==> config.mk <==
export PLATFORM = sky130hd
export DESIGN_NAME = sample_capture_writer_flat
export DESIGN_NICKNAME = d
export VERILOG_FILES = /design/src/rtl/peak_pkg.sv /design/src/rtl/sample_capture_writer_if.sv /design/src/rtl/sample_capture_writer.sv /design/src/flat_wrapper.sv
export SDC_FILE = /design/constraint.sdc
export NUM_CORES = 1
export LEC_CHECK = 0
export ABC_AREA = 1
export CAP_MARGIN = 20
export CELL_PAD_IN_SITES_DETAIL_PLACEMENT = 1
export CELL_PAD_IN_SITES_GLOBAL_PLACEMENT = 1
export CORE_AREA = 2 2 85 79
export CTS_CLUSTER_SIZE = 20
export DETAILED_ROUTE_END_ITERATION = 8
export DIE_AREA = 0 0 87 81
export PLACE_DENSITY_LB_ADDON = 0.1
export SKIP_LAST_GASP = 1
export SLEW_MARGIN = 30
export SYNTH_ARGS = -nofsm -noshare
export SYNTH_HDL_FRONTEND = slang
export SYNTH_SLANG_ARGS = --single-unit
==> constraint.sdc <==
create_clock -name clk -period 2.2 [get_ports clk]
set_clock_uncertainty 0.05 [all_clocks]
set_input_delay 0.44 -clock clk [delete_from_list [all_inputs] [get_ports clk]]
set_output_delay 0.44 -clock clk [all_outputs]
set_load 0.05 [all_outputs]
==> src/rtl/peak_pkg.sv <==
// Shared types for the peak-detection capture path (sample writer, RAM wrapper, detector).
package peak_pkg;

    localparam int unsigned DATA_W_DEF = 8;
    localparam int unsigned ADDR_W_DEF = 10;

    typedef logic [DATA_W_DEF-1:0] sample_t;
    typedef logic [ADDR_W_DEF-1:0] addr_t;

    typedef enum logic [2:0] {
        CS_IDLE,
        CS_ARMED,
        CS_CAPTURE,
        CS_FLUSH,
        CS_HANDOFF
    } cap_state_t;

endpackage

==> src/rtl/sample_capture_writer_if.sv <==
// Sample stream, RAM write port and start/done handshake between the capture writer and its neighbours.
interface sample_capture_writer_if #(
    parameter int unsigned DATA_W = peak_pkg::DATA_W_DEF,
    parameter int unsigned ADDR_W = peak_pkg::ADDR_W_DEF
);

    logic              s_valid;
    logic [DATA_W-1:0] s_data;
    logic              s_ready;
    logic              mem_we;
    logic [ADDR_W-1:0] mem_addr;
    logic [DATA_W-1:0] mem_wdata;
    logic              start;
    logic              done;

    modport master (
        input  s_valid, s_data, done,
        output s_ready, mem_we, mem_addr, mem_wdata, start
    );

    modport slave (
        output s_valid, s_data, done,
        input  s_ready, mem_we, mem_addr, mem_wdata, start
    );

endinterface

==> src/rtl/sample_capture_writer.sv <==
// Captures DEPTH samples (optionally after a level trigger) into the sample RAM,
// then requests peak_detection via start/done.
module sample_capture_writer #(
    parameter int unsigned DATA_W = peak_pkg::DATA_W_DEF,
    parameter int unsigned ADDR_W = peak_pkg::ADDR_W_DEF,
    parameter int unsigned DEPTH  = 1024
) (
    input  logic                     clk,
    input  logic                     reset,
    input  logic                     arm,
    input  logic                     abort,
    input  logic                     trig_en,
    input  logic [DATA_W-1:0]        trig_level,
    sample_capture_writer_if.master  bus,
    output logic                     busy,
    output logic                     overrun
);

    import peak_pkg::*;

    // One extra bit so DEPTH = 2**ADDR_W can be counted without wrapping.
    localparam logic [ADDR_W:0] LAST_IDX = (ADDR_W+1)'(DEPTH - 1);

    cap_state_t        state_q, state_d;
    logic [ADDR_W:0]   cnt_q, cnt_d;
    logic [DATA_W-1:0] level_q, level_d;
    logic              overrun_d;
    logic              s_ready_c;
    logic              hs;
    logic              wr_en;
    logic [ADDR_W-1:0] wr_addr;

    assign s_ready_c   = (state_q == CS_ARMED) || (state_q == CS_CAPTURE);
    assign hs          = bus.s_valid && s_ready_c;
    assign bus.s_ready = s_ready_c;
    assign bus.start   = (state_q == CS_HANDOFF);
    assign busy        = (state_q != CS_IDLE);

    always_comb begin
        state_d   = state_q;
        cnt_d     = cnt_q;
        level_d   = level_q;
        overrun_d = overrun;
        wr_en     = 1'b0;
        wr_addr   = cnt_q[ADDR_W-1:0];

        if (busy && bus.s_valid && !s_ready_c) begin
            overrun_d = 1'b1;
        end

        if (abort) begin
            state_d = CS_IDLE;
        end else begin
            unique case (state_q)
                CS_IDLE: begin
                    if (arm) begin
                        state_d   = CS_ARMED;
                        level_d   = trig_level;
                        cnt_d     = '0;
                        overrun_d = 1'b0;
                    end
                end
                CS_ARMED: begin
                    if (hs && (!trig_en || (bus.s_data >= level_q))) begin
                        wr_en   = 1'b1;
                        wr_addr = '0;
                        cnt_d   = (ADDR_W+1)'(1);
                        state_d = CS_CAPTURE;
                    end
                end
                CS_CAPTURE: begin
                    if (hs) begin
                        wr_en = 1'b1;
                        cnt_d = cnt_q + 1'b1;
                        if (cnt_q == LAST_IDX) begin
                            state_d = CS_FLUSH;
                        end
                    end
                end
                CS_FLUSH: begin
                    state_d = CS_HANDOFF;
                end
                CS_HANDOFF: begin
                    if (bus.done) begin
                        state_d = CS_IDLE;
                    end
                end
                default: begin
                    state_d = CS_IDLE;
                end
            endcase
        end
    end

    always_ff @(posedge clk or posedge reset) begin
        if (reset) begin
            state_q <= CS_IDLE;
            cnt_q   <= '0;
            level_q <= '0;
            overrun <= 1'b0;
        end else begin
            state_q <= state_d;
            cnt_q   <= cnt_d;
            level_q <= level_d;
            overrun <= overrun_d;
        end
    end

    // Write port register stage: address/data hold their last value between writes.
    always_ff @(posedge clk or posedge reset) begin
        if (reset) begin
            bus.mem_we    <= 1'b0;
            bus.mem_addr  <= '0;
            bus.mem_wdata <= '0;
        end else begin
            bus.mem_we <= wr_en;
            if (wr_en) begin
                bus.mem_addr  <= wr_addr;
                bus.mem_wdata <= bus.s_data;
            end
        end
    end

endmodule

==> src/flat_wrapper.sv <==
// flat-port wrapper written by rule: the top's interface ports become plain ports
module sample_capture_writer_flat import peak_pkg::*;
#(
    parameter int unsigned DATA_W = peak_pkg::DATA_W_DEF,
    parameter int unsigned ADDR_W = peak_pkg::ADDR_W_DEF,
    parameter int unsigned DEPTH  = 1024
)
  (clk, reset, arm, abort, trig_en, trig_level, busy, overrun, bus_s_valid, bus_s_data, bus_done, bus_s_ready, bus_mem_we, bus_mem_addr, bus_mem_wdata, bus_start);
  sample_capture_writer_if #(.DATA_W(DATA_W), .ADDR_W(ADDR_W)) bus_i ();
  input  logic clk;
  input  logic reset;
  input  logic arm;
  input  logic abort;
  input  logic trig_en;
  input  logic [DATA_W-1:0] trig_level;
  output logic busy;
  output logic overrun;
  input wire logic [$bits(bus_i.s_valid)-1:0] bus_s_valid;
  input wire logic [$bits(bus_i.s_data)-1:0] bus_s_data;
  input wire logic [$bits(bus_i.done)-1:0] bus_done;
  output wire logic [$bits(bus_i.s_ready)-1:0] bus_s_ready;
  output wire logic [$bits(bus_i.mem_we)-1:0] bus_mem_we;
  output wire logic [$bits(bus_i.mem_addr)-1:0] bus_mem_addr;
  output wire logic [$bits(bus_i.mem_wdata)-1:0] bus_mem_wdata;
  output wire logic [$bits(bus_i.start)-1:0] bus_start;
  assign bus_i.s_valid = bus_s_valid;
  assign bus_i.s_data = bus_s_data;
  assign bus_i.done = bus_done;
  assign bus_s_ready = bus_i.s_ready;
  assign bus_mem_we = bus_i.mem_we;
  assign bus_mem_addr = bus_i.mem_addr;
  assign bus_mem_wdata = bus_i.mem_wdata;
  assign bus_start = bus_i.start;
  sample_capture_writer #(.DATA_W(DATA_W), .ADDR_W(ADDR_W), .DEPTH(DEPTH)) u_core (.clk(clk), .reset(reset), .arm(arm), .abort(abort), .trig_en(trig_en), .trig_level(trig_level), .bus(bus_i), .busy(busy), .overrun(overrun));
endmodule
# Word-level counts from Yosys, hierarchy flattened

Cells that the tools add are included.

Add/subtract/negate cells: 1
Order comparisons: 1
Equal/unequal tests: 13
Mux-type cells: 22
Bitwise operators: 1
Reduce and logical (&&, ||, !) cells: 14

Operator list:

| operator                                              | number |
|---|---|
| 2-to-1 mux 11 bit                                     | 3 |
| case mux 11 bit (3 select lines)                      | 1 |
| 2-to-1 mux 10 bit                                     | 3 |
| 2-to-1 mux 3 bit                                      | 6 |
| case mux 3 bit (5 select lines)                       | 1 |
| inequality test 3 bit, second input constant          | 4 |
| adder 11 x 1 -> 11 bit, second input constant         | 1 |
| == test 11 x 10 -> 1 bit, second input constant       | 1 |
| AND reduction 5 bit                                   | 2 |
| greater-or-equal comparator 8 bit                     | 1 |
| 2-to-1 mux 1 bit                                      | 7 |
| == test 3 x 2 -> 1 bit, second input constant         | 2 |
| nonzero test 3 bit                                    | 2 |
| logical AND 1 bit                                     | 4 |
| inequality test 2 bit, second input constant          | 2 |
| == test 3 x 1 -> 1 bit, second input constant         | 1 |
| == test 3 bit, second input constant                  | 1 |
| logical NOT 3 bit                                     | 1 |
| inequality test 3 x 2 -> 1 bit, second input constant | 1 |
| AND reduction 3 bit                                   | 1 |
| logical NOT 1 bit                                     | 2 |
| logical OR 1 bit                                      | 2 |
| inequality test 2 x 1 -> 1 bit, second input constant | 1 |
| case mux 1 bit (2 select lines)                       | 1 |
| inverter 1 bit                                        | 1 |

Flip-flop bits (word level): 42
Input bits: 23
Logic and storage cells: 59

# Depth between registers and ports, before layout

Depth in word-level cells: 8
Depth in mapped cells: 15
Depth with buffers taken out: 14

# Worst setup path after synthesis

No wires, ideal clock.

Path type: input to register
Start point: in bus_s_data[3]
End point: reg u_core.bus.mem_addr[5]
Setup time: 0.119 ns
Data arrival time: 1.612 ns
Data required time: 2.031 ns
Setup slack: 0.419 ns
Stages on the path: 13
Path buffers: 1
Cells stage by stage: ha_1 -> nand2_1 -> nor2_1 -> nor2_1 -> nand2_1 -> nand2_1 -> nand2_1 -> nand3_2 -> o21ai_4 -> nand2_4 -> buf_6 -> nand2_1 -> nand2_1

Longest elaborated chain between the ends: 6
Elaborated cells on any way between the ends: 9

RTL lines:

| item                                                                 | RTL line                       | RTL |
|---|---|---|
| start, declared                                                      | flat_wrapper.sv:19             | `input wire logic [$bits(bus_i.s_data)-1:0] bus_s_data;` |
| greater-or-equal comparator 8 bit *                                  | sample_capture_writer.sv:64    | `if (hs && (!trig_en \|\| (bus.s_data >= level_q))) begin` |
| logical OR 1 bit *                                                   | sample_capture_writer.sv:64    |  |
| logical AND 1 bit *                                                  | sample_capture_writer.sv:64    |  |
| 2-to-1 mux 1 bit or 2-to-1 mux 10 bit (tied branches)                | sample_capture_writer.sv:64    |  |
| case mux 1 bit (2 select lines) or 2-to-1 mux 10 bit (tied branches) | sample_capture_writer.sv:54    | `unique case (state_q)` |
| 2-to-1 mux 1 bit or 2-to-1 mux 10 bit (tied branches)                | sample_capture_writer.sv:51    | `if (abort) begin` |
| end signal, assigned                                                 | sample_capture_writer.sv:118   | `bus.mem_addr <= wr_addr;` |
| end, declared                                                        | sample_capture_writer_if.sv:18 | `output s_ready, mem_we, mem_addr, mem_wdata, start` |

Every way passes the cells marked *; elsewhere a longest branch is shown, timed or not.
A chain may end at the register's enable or synchronous reset.

# Final worst setup path

Start point: in bus_s_data[5]
End point: reg u_core.state_q[0]

Longest elaborated chain between the ends: 5

RTL lines:

| item                                   | RTL line                     | RTL |
|---|---|---|
| greater-or-equal comparator 8 bit      | sample_capture_writer.sv:64  |  |
| logical OR 1 bit                       | sample_capture_writer.sv:64  |  |
| logical AND 1 bit                      | sample_capture_writer.sv:64  |  |
| inequality test 3 bit (no source line) | -                            |  |
| AND reduction 5 bit (no source line)   | -                            |  |
| end signal, assigned                   | sample_capture_writer.sv:102 | `state_q <= state_d;` |
| end, declared                          | sample_capture_writer.sv:24  | `cap_state_t state_q, state_d;` |

Every way passes these cells.

==> results by group <==
Placed design
  – GP Congestion: between 0.7 and 0.8
  – Port bufs: 45
  – Placed Area: 2910 µm²
  – Final HPWL DP: between 4000 and 5000 µm
  – Pre-CTS setup slack: -211 ps

Setup path
  – WS Path Type: input pin to flip-flop
  – Crit path largest cell delay: 440 ps
  – Critical path capture point type: flip-flop
  – Slowest stage cell, crit path: clkdlybuf4s50_1
  – Buf+Inv Stages, Crit Path: 1
  – Setup crit start kind: input pin
  – Cell mode on critical path: nor2_1
  – CP Cell Sequence: clkdlybuf4s50_1 > ha_1 > a21oi_1 > nor2_1 > nor2_1 > nand3_2 > nand4_1 > nand2_1 > nand2_1 > nor2_1
  – Top cell family by delay on the critical path: simple AND/OR/NAND/NOR gates
  – Crit path arrival time: ~2200 ps
  – Critical Path RT: around 2300 ps
  – Maximum fanout along the worst path: 4

Logic synthesis
  – Sequential share of the synthesized area: a little under half
  – Post-synth top area share: 46.1%
  – Syn Inst Count: ~280
  – Top cell type by total area after synthesis: dfrtp_1
  – Largest cells by area after synthesis: dfrtp_1 46%, nand2_1 15%, ha_1 4.9%
  – Syn avg cell area: 8.20 µm²
  – Synth top cells by count: 92 x nand2_1, 42 x dfrtp_1, 27 x inv_1
  – Syn Std Cell Area: between 2000 and 2500 µm²
  – Post-synth top flop: dfrtp_1
  – Asr flop ratio synth: 100%
  – Synth warn: 0
  – Syn_nets: 310
  – Most common cell in the synthesized netlist: nand2_1
  – Post-synthesis register bit count: 42
  – Number of synthesized flops with an enable pin: 0
  – Synth cell types: 30

Floorplanning
  – FP Rows: 28
  – Die Ht: between 80 and 90 µm
  – Starting Density: 36.3%
  – I/O pin count: 46
  – Die ar.: roughly 7000 µm²
  – Width of the die: ~87 µm
  – Core Area: ~6300 µm²

Clock tree
  – # H-tree levels: 2
  – Clk Latency, worst-skew pair: roughly 300 ps
  – CTS tree: yes
  – Clk sinks: between 40 and 50
  – Clock Tree Root: clkbuf_8
  – CTS buffer count: 5
  – Clock buffer depth: 2
  – Worst-path clk slew: approximately 80 ps

STA
  – PnR worst setup slack: 146 ps
  – WHS: 427 ps
  – Final setup vio count: 0
  – Unrepaired setup endpoints after global routing: true
  – Final Max Tran Viols: 0
  – Final Critical Period: around 2000 ps
  – Measured slew at the worst slew-check pin: about 550 ps
  – Post-route clock period utilization: 93.4%
  – Final Hold Fails: 0
  – Slew headroom: around 63%
  – Fmax: 487 MHz

Pwr
  – Switching power: 1.56 mW
  – Combinational Power Share: between 50 and 60%
  – Max IR drop VDD: about 0.00068 V
  – Power per Cell Area: about 1100 nW/µm²
  – Internal: about 1.9 mW
  – Clock group share of total power: 17.8%
  – Sw frac: between 40% and 50%
  – Leakage: 1.47 nW
  – Sequential fraction of design power: 30.8%

Finish
  – Nets: ~370
  – Synth-to-Final Area Change: 33.7%
  – Layout cell share with drive strength beyond 1: between 15 and 20%
  – Design area: about 3000 µm²
  – Diodes inserted: 0

Routing
  – DRC viols: 0
  – First-pass DRT Iterations: 4
  – DRT antenna net count: 0
  – Via/cell ratio: roughly 4.9
  – DR vias: 2029
  – Drt wl/cell: about 14 µm
  – Number of DRC markers in iteration 0: 49
  – Final wirelength: about 6000 µm

Global route
  – First-pass GRT wire length: slightly above 9000 µm
  – Initial antenna violation count: 0
  – Vias in the first global route: around 2000
  – Largest net degree at the start of global routing: 43
  – GR Overflow Total: 0
  – Global Route Usage Sum: 17.2%

Worst hold path
  – Hold WC Path Type: flip-flop to flip-flop

Outcome
  – Status: finished, final reports clean

Run
  – Max Cap Viol: 0
[per-stage QoR]
stage / setup TNS, ps / util, % / instances / total power, mW
6_report: 0 / 48.6 / 418 / 3.50
5_1_grt: -11.0 / 48.6 / 418 / 3.75
4_1_cts: 0 / 48.2 / 416 / 3.52
3_5_place_dp: -4590 / 46.3 / 408 / 2.87
3_3_place_gp: -2490 / 46.3 / 408 / 2.80
2_1_floorplan: 0 / - / 278 / 2.23
[layer usage]
metal  part of all wire [%]  track usage (%)  vias to the layer above
li1                       -                -                     1021
met1                     46             21.4                      961
met2                     50             29.7                       42
met3                    3.4             3.05                        5
met4                    1.1             6.41                        0
met5                      0                0                        -
[timing repair]
action	4_1_cts	5_1_grt
resized for setup	0	3
setup endpoints to repair	0	3
hold endpoints to repair	0	0
hold buffers	0	0
setup buffers	0	1
[kinds of logic after synthesis]
| logic type | share of synthesized area (%) |
|---|---|
| DFF | 46.1 |
| and+or+nand+nor | 32.3 |
| muxes | 0.494 |
| AOI/OAI and AO/OA | 7.47 |
| buffers and inverters | 7.08 |
| adders and majority gates | 4.94 |
| xor gates and xnor gates | 1.54 |
[cells in the final DEF, fill, tap and decap left out, drive strengths merged]
master,netlist,routed
a211o,1,1
buf,6,21
o31ai,1,1
or2,1,1
a21oi,4,4
nand2,95,95
o21ai,20,20
clkdlybuf4s50,0,42
nor2,25,25
nand4,13,13
nand3b,2,2
inv,30,30
mux2,1,1
nor3,3,3
xor2,4,4
dfrtp,42,42
clkbuf,1,5
nand3,20,21
bufinv,0,1
clkinvlp,0,2
ha,9,9
[power groups by stage]
stage | registers, mW | logic, mW | clock network (mW)
2_1_floorplan | 1.39 | 0.844 | 0
3_3_place_gp | 1.09 | 1.72 | 0
3_5_place_dp | 1.09 | 1.77 | 0
4_1_cts | 1.08 | 1.78 | 0.653
5_1_grt | 1.10 | 1.97 | 0.679
6_report | 1.08 | 1.80 | 0.623
[flip-flops by register name (all words and copies together), names as in the netlist]
| signal | flops |
|---|---|
| u_core.overrun | 1 |
| u_core.bus.mem_addr | 10 |
| u_core.bus.mem_we | 1 |
| u_core.state_q | 3 |
| u_core.cnt_q | 11 |
| u_core.level_q | 8 |
| u_core.bus.mem_wdata | 8 |
[path summary, 6_finish.rpt]
kind                                   startpoint                     end  slack [ps]  cells past startpoint
setup / recovery                    bus_s_data[5]       u_core.state_q[0]         150                     10
hold / removal             u_core.bus.mem_addr[3]  u_core.bus.mem_addr[3]         430                      2
setup reg to reg                  u_core.cnt_q[1]       u_core.state_q[0]         180                      9
hold reg to reg            u_core.bus.mem_addr[3]  u_core.bus.mem_addr[3]         430                      2
max in group asynchronous                   reset         u_core.cnt_q[1]        1180                      3
min in group asynchronous                   reset       u_core.bus.mem_we         520                      3
[tightest hold or removal path, stage by stage, from the launching register on]
cell	delay (ps)
dfrtp_1	350
nand2_1	50
nand2_1	40
[cell type report]
type,count,area [µm²]
multi-input cells,200,1080
flip-flops and latches,42,1050
clock inverters,3,45.0
clock buffers,5,68.8
repair buffers,63,591
well taps,75,93.8
inverters,30,113
fillers,778,3220
(Power assumes the default switching activity.)
